==> config.mk <==
export PLATFORM = sky130hd
export DESIGN_NAME = ps2_keyboard_tx_flat
export DESIGN_NICKNAME = d
export VERILOG_FILES = /design/src/rtl/ps2_keyboard_tx_if.sv /design/src/rtl/ps2_keyboard_tx.sv /design/src/flat_wrapper.sv
export SDC_FILE = /design/constraint.sdc
export NUM_CORES = 1
export LEC_CHECK = 0
export ABC_CLOCK_PERIOD_IN_PS = 2700
export CAP_MARGIN = 30
export CORE_UTILIZATION = 34
export DETAILED_ROUTE_END_ITERATION = 6
export PLACE_DENSITY = 0.6
export SYNTH_ARGS = -nofsm -noshare
export SYNTH_HDL_FRONTEND = slang
export SYNTH_SLANG_ARGS = --single-unit
export TNS_END_PERCENT = 1
==> constraint.sdc <==
create_clock -name clk -period 2.7 [get_ports clk]
set_input_delay 0.675 -clock clk [delete_from_list [all_inputs] [get_ports clk]]
set_output_delay 0.675 -clock clk [all_outputs]
set_load 0.02 [all_outputs]
==> src/rtl/ps2_keyboard_tx_if.sv <==
// Byte hand-off between a scan-code producer and the PS/2 transmitter.
// The producer drives tx_valid/tx_data; the transmitter answers with tx_ready.
interface ps2_keyboard_tx_if;
  logic       tx_valid;
  logic [7:0] tx_data;
  logic       tx_ready;

  modport master (output tx_valid, output tx_data, input tx_ready);
  modport slave  (input tx_valid, input tx_data, output tx_ready);
endinterface

==> src/rtl/ps2_keyboard_tx.sv <==
// Device-side PS/2 transmitter: queues scan-code bytes in a small FIFO and
// replays each one as an 11-bit device-to-host frame (start, 8 data LSB first,
// odd parity, stop) on registered ps2_clk/ps2_data lines, followed by an idle gap.
module ps2_keyboard_tx #(
  parameter int HALF_PERIOD = 8,
  parameter int GAP_CYCLES  = 16,
  parameter int FIFO_DEPTH  = 4
) (
  input  logic                          clk,
  input  logic                          resetn,
  ps2_keyboard_tx_if.slave              tx,
  output logic                          ps2_clk,
  output logic                          ps2_data,
  output logic                          busy,
  output logic [$clog2(FIFO_DEPTH):0]   fifo_count
);

  localparam int PW      = $clog2(FIFO_DEPTH) + 1;
  localparam int AW      = PW - 1;
  localparam int CNT_MAX = (HALF_PERIOD > GAP_CYCLES) ? HALF_PERIOD : GAP_CYCLES;
  localparam int CW      = $clog2(CNT_MAX) + 1;

  typedef enum logic [1:0] {
    IDLE,
    HIGH,
    LOW,
    GAP
  } state_t;

  // FIFO storage and pointers (one extra wrap bit to tell full from empty)
  logic [7:0]    mem [FIFO_DEPTH];
  logic [PW-1:0] wr_ptr;
  logic [PW-1:0] rd_ptr;
  logic          full;
  logic          empty;
  logic          push;
  logic          pop;
  logic          not_empty_q;
  logic [7:0]    head;

  // Serializer state
  state_t        state;
  state_t        state_next;
  logic [CW-1:0] cnt;
  logic [CW-1:0] cnt_next;
  logic [3:0]    bit_idx;
  logic [3:0]    bit_idx_next;
  logic [10:0]   frame;
  logic [10:0]   frame_next;
  logic          ps2_clk_next;
  logic          ps2_data_next;
  logic          busy_next;

  assign full       = (wr_ptr[PW-1] != rd_ptr[PW-1]) && (wr_ptr[AW-1:0] == rd_ptr[AW-1:0]);
  assign empty      = (wr_ptr == rd_ptr);
  assign tx.tx_ready = !full;
  assign push       = tx.tx_valid && !full;
  assign fifo_count = wr_ptr - rd_ptr;
  assign head       = mem[rd_ptr[AW-1:0]];

  // Byte storage; contents need no reset because the pointers define validity
  always_ff @(posedge clk) begin
    if (push) begin
      mem[wr_ptr[AW-1:0]] <= tx.tx_data;
    end
  end

  // FIFO pointers; reset flushes the queue by equalising them
  always_ff @(posedge clk or negedge resetn) begin
    if (!resetn) begin
      wr_ptr <= '0;
      rd_ptr <= '0;
    end else begin
      if (push) begin
        wr_ptr <= wr_ptr + 1'b1;
      end
      if (pop) begin
        rd_ptr <= rd_ptr + 1'b1;
      end
    end
  end

  // Registered non-empty flag gives the idle state one clock to notice a new byte
  always_ff @(posedge clk or negedge resetn) begin
    if (!resetn) begin
      not_empty_q <= 1'b0;
    end else begin
      not_empty_q <= !empty;
    end
  end

  // Serializer state and line registers; reset drives the lines high at once
  always_ff @(posedge clk or negedge resetn) begin
    if (!resetn) begin
      state    <= IDLE;
      cnt      <= '0;
      bit_idx  <= '0;
      frame    <= '1;
      ps2_clk  <= 1'b1;
      ps2_data <= 1'b1;
      busy     <= 1'b0;
    end else begin
      state    <= state_next;
      cnt      <= cnt_next;
      bit_idx  <= bit_idx_next;
      frame    <= frame_next;
      ps2_clk  <= ps2_clk_next;
      ps2_data <= ps2_data_next;
      busy     <= busy_next;
    end
  end

  // Next-state logic: phase timing, bit stepping, and the values the lines take next
  always_comb begin
    state_next    = state;
    cnt_next      = cnt + 1'b1;
    bit_idx_next  = bit_idx;
    frame_next    = frame;
    pop           = 1'b0;

    case (state)
      IDLE: begin
        cnt_next = '0;
        if (not_empty_q && !empty) begin
          pop          = 1'b1;
          frame_next   = {1'b1, ~^head, head, 1'b0};
          bit_idx_next = 4'd0;
          state_next   = HIGH;
        end
      end
      HIGH: begin
        if (cnt == CW'(HALF_PERIOD - 1)) begin
          state_next = LOW;
        end
      end
      LOW: begin
        if (cnt == CW'(HALF_PERIOD - 1)) begin
          if (bit_idx == 4'd10) begin
            state_next = GAP;
          end else begin
            bit_idx_next = bit_idx + 4'd1;
            frame_next   = {1'b1, frame[10:1]};
            state_next   = HIGH;
          end
        end
      end
      GAP: begin
        if (cnt == CW'(GAP_CYCLES - 1)) begin
          state_next = IDLE;
        end
      end
      default: begin
        state_next = IDLE;
      end
    endcase

    if (state_next != state) begin
      cnt_next = '0;
    end

    ps2_clk_next = (state_next != LOW);
    busy_next    = (state_next != IDLE);
    if (state_next == HIGH) begin
      ps2_data_next = frame_next[0];
    end else if (state_next == LOW) begin
      ps2_data_next = ps2_data;
    end else begin
      ps2_data_next = 1'b1;
    end
  end

endmodule

==> src/flat_wrapper.sv <==
// flat-port wrapper written by rule: the top's interface ports become plain ports
module ps2_keyboard_tx_flat 
#(
  parameter int HALF_PERIOD = 8,
  parameter int GAP_CYCLES  = 16,
  parameter int FIFO_DEPTH  = 4
)
  (clk, resetn, ps2_clk, ps2_data, busy, fifo_count, tx_tx_valid, tx_tx_data, tx_tx_ready);
  ps2_keyboard_tx_if tx_i ();
  input  logic clk;
  input  logic resetn;
  output logic ps2_clk;
  output logic ps2_data;
  output logic busy;
  output logic [$clog2(FIFO_DEPTH):0] fifo_count;
  input wire logic [$bits(tx_i.tx_valid)-1:0] tx_tx_valid;
  input wire logic [$bits(tx_i.tx_data)-1:0] tx_tx_data;
  output wire logic [$bits(tx_i.tx_ready)-1:0] tx_tx_ready;
  assign tx_i.tx_valid = tx_tx_valid;
  assign tx_i.tx_data = tx_tx_data;
  assign tx_tx_ready = tx_i.tx_ready;
  ps2_keyboard_tx #(.HALF_PERIOD(HALF_PERIOD), .GAP_CYCLES(GAP_CYCLES), .FIFO_DEPTH(FIFO_DEPTH)) u_core (.clk(clk), .resetn(resetn), .tx(tx_i), .ps2_clk(ps2_clk), .ps2_data(ps2_data), .busy(busy), .fifo_count(fifo_count));
endmodule
======== Word level (Yosys, flattened, before mapping) ========
Memories as Yosys holds them, arrays and structs flattened.
Index checks and enable logic that the tools add are counted.
operators by class
  add/subtract/negate cells ............... 5
  eq/ne operators ......................... 17
  mux-type cells .......................... 22
  reductions and logical operators ........ 10
operators with widths
  cell                   count
  $mux W11               3
  $pmux W11 S2           1
  $mux W4                3
  $mux W2                5
  $mux W5                2
  $pmux W2 S4            1
  $pmux W4 S2            1
  $reduce_xnor A8 Y1     1
  $add A3 B1 Y3 const B  2
  $eq A2 B2 Y1 const B   3
  $mux W1                6
  $ne A2 B1 Y1 const B   3
  $add A5 B1 Y5 const B  1
  $eq A5 B3 Y1 const B   1
  $eq A5 B4 Y1 const B   1
  $add A4 B1 Y4 const B  1
  $eq A2 B1 Y1 const B   2
  $eq A4 B4 Y1 const B   1
  $ne A2 B2 Y1 const B   2
  $reduce_and A4 Y1      1
  $reduce_bool A2 Y1     2
  $eq A3 B3 Y1           1
  $logic_and A1 B1 Y1    3
  $sub A3 B3 Y3          1
  other kinds (5)        6
storage, ports and cells
  flip-flop bits (word level) ............. 32
  RAM bits ................................ 32
  bits of input ports ..................... 11
  output and inout bits ................... 7
  logic and storage cells ................. 66
  memories kept ........................... 1
memory list
  name        depth  width  rd ports  clocked after memory_dff  write ports  line                   text
  u_core.mem  4      8      1         0                         1            ps2_keyboard_tx.sv:31  logic [7:0] mem [FIFO_DEPTH];

======== Longest topological paths before layout ========
  depth after elaboration ................. 8
  depth in mapped cells ................... 8
  mapped depth without buffers ............ 7

======== Worst setup path after synthesis ========
OpenSTA, ideal clock, no wires.
  path kind ............................... reg2reg
  start ................................... register u_core.rd_ptr[1]
  end ..................................... register u_core.frame[9]
  library setup time ...................... 0.089 ns
  arrival ................................. 2.045 ns
  required time ........................... 2.611 ns
  path slack .............................. 0.566 ns
  stages on the path, launching flop included .. 9
  buffers on the path ..................... 1
  clock period less this slack ............ 2.134 ns
  cell sequence ........................... dfrtp_1 -> buf_2 -> inv_1 -> ha_1 -> and2_1 -> a2111oi_4 -> nor2_1 -> a22oi_1 -> o31ai_2
on the way
  word-level cells in the longest chain between the ends .. 5
  elaborated cells on any way between the ends .. 9
  those cells by class .................... eq/ne: 2; mux: 2; reduce/logical: 4; memory: 1
ends and longest elaborated chain
  element                                                line                    text
  start: declaration                                     ps2_keyboard_tx.sv:33   logic [PW-1:0] rd_ptr;
  start signal: assignment                               ps2_keyboard_tx.sv:78   rd_ptr <= rd_ptr + 1'b1;
  branches (longest 5 deep; another with $mem_v2 Z4 W8)  n/a
  end signal: assignment                                 ps2_keyboard_tx.sv:106  frame <= frame_next;
  end: declaration                                       ps2_keyboard_tx.sv:48   logic [10:0] frame;
Parallel ways; which one is timed is not known. The select of a mux whose other input is x is not followed.
A chain may end at the register's enable or synchronous reset.

======== Worst setup path after layout ========
  start ................................... register u_core.wr_ptr[0]
  end ..................................... output port fifo_count[2]
on the way
  word-level cells in the longest chain between the ends .. 1
ends and longest elaborated chain
  element                   line                   text
  start: declaration        ps2_keyboard_tx.sv:32  logic [PW-1:0] wr_ptr;
  start signal: assignment  ps2_keyboard_tx.sv:75  wr_ptr <= wr_ptr + 1'b1;
  $sub A3 B3 Y3             ps2_keyboard_tx.sv:58  assign fifo_count = wr_ptr - rd_ptr;
  end: declaration          flat_wrapper.sv:15     output logic [$clog2(FIFO_DEPTH):0] fifo_count;
Every way passes these cells.

==> flow_summary.yaml <==
logic_synthesis:
  yosys_warnings: 0
  postSynthRegisterBits: 64
  synth.top_cells.by_area: "edfxtp_1 33%, dfrtp_1 16%, dfstp_2 12%, mux4_1 5.5%, ha_1 4.8%"
  synth-seq-area-share: 0.616
  synth_edf_count: 32
  ys_dominant_reg_cell: "edfxtp_1"
  netlist.area_leader.share: 0.333
  postSynthAreaPerCell_um2: 13.9
  netlist.top_cell.by_area: "edfxtp_1"
  netlist_instances: 208
  synthArstFlopShare: 0.500
  mappedNetlistNets: 231
  post-synth-top-count-cell: "edfxtp_1"
  yosys.cell_types.count: 41
  synth.cell_area_um2: 2890
  synth_commonest_cells: "32 x edfxtp_1, 31 x nand2_1, 19 x dfrtp_1"
timing:
  hold_viol_final: 0
  rsz0062_at_grt: "no"
  timing.final.setup_violations: 0
  hold_slack_ps: 461
  final_max_slew_viol_count: 0
  maxClockFrequency_mhz: 385
  final.period_utilization: 0.963
  finalClockSkew_ps: 4.26
  timing.final.crit_period_ps: 2600
  slew_headroom: 0.594
  worst_slew_pin_slew_ps: 601
  fin_setup_tns_ps: 0
clock_network:
  tritoncts_clock_tree: "done"
  cts.htree.levels: 3
  path_clk_slew_ps: 70
  cts_setup_buffers: 0
  cts-root-to-sink-buffers: 2
  tritoncts.num_buffers: 9
  numClockSinks: 64
  clk_latency_ps: 340
  cts_root_buffer: "clkbuf_8"
worst_setup_path:
  crit_path_top_delay_cell: "dfrtp_1"
  critical_path.reg2reg.startpoint: "u_core.wr_ptr[0]"
  crit_fanout: 4
  critical_path.startpoint_type: "flip-flop"
  critical_path_arrival_ps: 1920
  cp_slowest_stage_delay_ps: 380
  r2r_setup_slack_ps: 630
  end_kind: "output port"
  crit_path_cell_trace: "inv_1 -> ha_1 -> fa_1 -> xnor2_1 -> dlygate4sd2_1"
  criticalPathCategory: "reg -> out"
  r2r_cells: 5
  critPathRequiredTime_ps: 2030
  crit_path_leading_delay_family: "adder cells"
  regToRegEndpoint: "u_core.mem[3][4]"
  worstPathBufferInverterCount: 2
run:
  cap_violations: 0
floorplanning:
  io_pins: 18
  core.rowCount: 33
  die_y_extent_um: 94.1
  floorplan.initialDensity: 0.351
  die_area_um2: 8860
  core-area_um2: 8220
  die_x_um: 94.1
pwr:
  leakagePower_nw: 1.35
  vdd_ir_drop_max_mv: 0.432
  power_density_relative_to_cell_area_nw_per_um2: 1200
placed_design:
  place.gp.congestion: 0.709
  place.port_buffers: 17
  detailedPlacementHpwl_um: 3370
global_routing:
  grt_start_max_net_pins: 33
  grt.overflow.total: 0
  antenna_found_initial: 0
  grtUsageTotal: 0.134
  vias_in_the_first_global_route: 1764
  grt_pass1_wl_um: 8810
drt:
  vias_per_cell: 4.83
  route.antenna.remaining_nets: 0
  drt_total_wl_um: 4980
  dr_total_vias: 1665
  first_pass_iters: 4
  drc: 0
  dr_wl_met3_um: 175
  wirelength_met1_um: 2320
  routedWlPerCell_um: 14.4
  drt_first_iter_violations: 62
  top_layer_used: "met4"
  met2_length_um: 2380
cells_and_area:
  antenna-diode-count: 0
  layout.area.seq_um2: 1780
  multi_input_comb_area_um2: 1040
  final_layout_size_suffix_gt1_frac: 0.179
  fill_cells: 756
  final_net_count: 258
  flow.area_growth_from_synthesis_pct: 18.7
hold_path:
  hold_path_start: "u_core.frame[2]"
  worstHoldPathCells: 2
  hold_path_class: "reg -> reg"
  hold_end: "u_core.frame[2]"
status:
  run_status: "finished clean"
[logic make-up (layout without fill, tap and decap cells)]
family / Yosys count / after routing / share of synthesized area
xor+xnor: 18 / 18 / 0.0546
compound gates: 26 / 26 / 0.0690
buf+inv: 16 / 48 / 0.0243
simple gates: 62 / 62 / 0.104
mux: 10 / 10 / 0.0776
fa+ha+maj: 12 / 12 / 0.0546
flops: 64 / 64 / 0.616
[cells in the final DEF (no fill, tap or decap), types with 2 or more instances in the layout]
| master | instances |
|---|---|
| dfrtp_1 | 19 |
| mux4_2 | 2 |
| xnor2_1 | 12 |
| nand2b_1 | 2 |
| o21ai_0 | 7 |
| and3_1 | 5 |
| dfstp_2 | 13 |
| clkinv_4 | 3 |
| clkbuf_8 | 9 |
| a22oi_1 | 9 |
| and2_1 | 2 |
| inv_6 | 2 |
| inv_1 | 8 |
| a21oi_1 | 3 |
| nor2_1 | 12 |
| clkdlybuf4s50_1 | 14 |
| nand2_1 | 31 |
| xor2_1 | 6 |
| edfxtp_1 | 32 |
| buf_4 | 7 |
| dlygate4sd2_1 | 2 |
| ha_1 | 11 |
| mux4_1 | 6 |
| bufinv_16 | 2 |
[worst reg2reg max path: stages, from the launching register on]
cell and delay (ps):
dfrtp_1 400, inv_1 160, ha_1 270, and2_1 200, nand2b_1 180, and3_1 500
[how the worst max path moves through the flow]
| stage | startpoint | depth (start not counted) | slack (ps) | to |
|---|---|---|---|---|
| floorplan | u_core.rd_ptr[1] | 8 | 570 | u_core.frame[9] |
| global placement | u_core.wr_ptr[0] | 5 | 220 | fifo_count[2] |
| detailed placement | u_core.wr_ptr[0] | 5 | 180 | fifo_count[2] |
| CTS | u_core.wr_ptr[0] | 5 | 80 | fifo_count[2] |
| global route | u_core.wr_ptr[0] | 5 | 5 | fifo_count[2] |
| finish | u_core.wr_ptr[0] | 5 | 100 | fifo_count[2] |
[routing by layer]
| metal | track usage | vias to the layer above |
|---|---|---|
| li1 | - | 804 |
| met1 | 0.163 | 822 |
| met2 | 0.220 | 29 |
| met3 | 0.0364 | 10 |
| met4 | 0.0615 | 0 |
| met5 | 0 | - |
[what timing repair did]
action | CTS | global route
cloned | 0 | 0
gates resized for setup | 3 | 1
hold buffers | 0 | 0
setup endpoints to repair | 3 | 1
endpoints found under the hold margin | 0 | 0
[metrics by stage]
| stage | instance area, µm² | worst slack, ps | power (mW) | utilization | std cells |
|---|---|---|---|---|---|
| global placement | 3200 | 224 | 3.20 | 0.389 | 329 |
| global route | 3420 | 4.63 | 4.39 | 0.417 | 345 |
| detailed placement | 3200 | 180 | 3.25 | 0.389 | 329 |
| finish | 3420 | 101 | 4.09 | 0.417 | 345 |
| floorplan | 2890 | 566 | 2.73 | - | 208 |
| CTS | 3420 | 77.1 | 4.16 | 0.417 | 345 |
[flip-flops by register name (all words and copies together), names as in the netlist]
signal and count:
u_core.mem 32, u_core.busy 1, u_core.bit_idx 4, u_core.state 2, u_core.ps2_data 1, u_core.cnt 5
u_core.wr_ptr 3, u_core.frame 11, u_core.rd_ptr 3, u_core.not_empty_q 1, u_core.ps2_clk 1
[area by class of cell]
| type | count | area share |
|---|---|---|
| Clock buffer | 9 | 0.0362 |
| Clock inverter | 7 | 0.0303 |
| Inverter | 8 | 0.00877 |
| Multi-Input combinational cell | 128 | 0.303 |
| Sequential cell | 64 | 0.519 |
| Tap cell | 105 | 0.0384 |
| Timing Repair Buffer | 24 | 0.0643 |
[power by group]
group,internal (mW),switching (mW)
clock network,0.531,0.410
logic,0.723,0.880
registers,1.39,0.165
(Power assumes the default switching activity.)
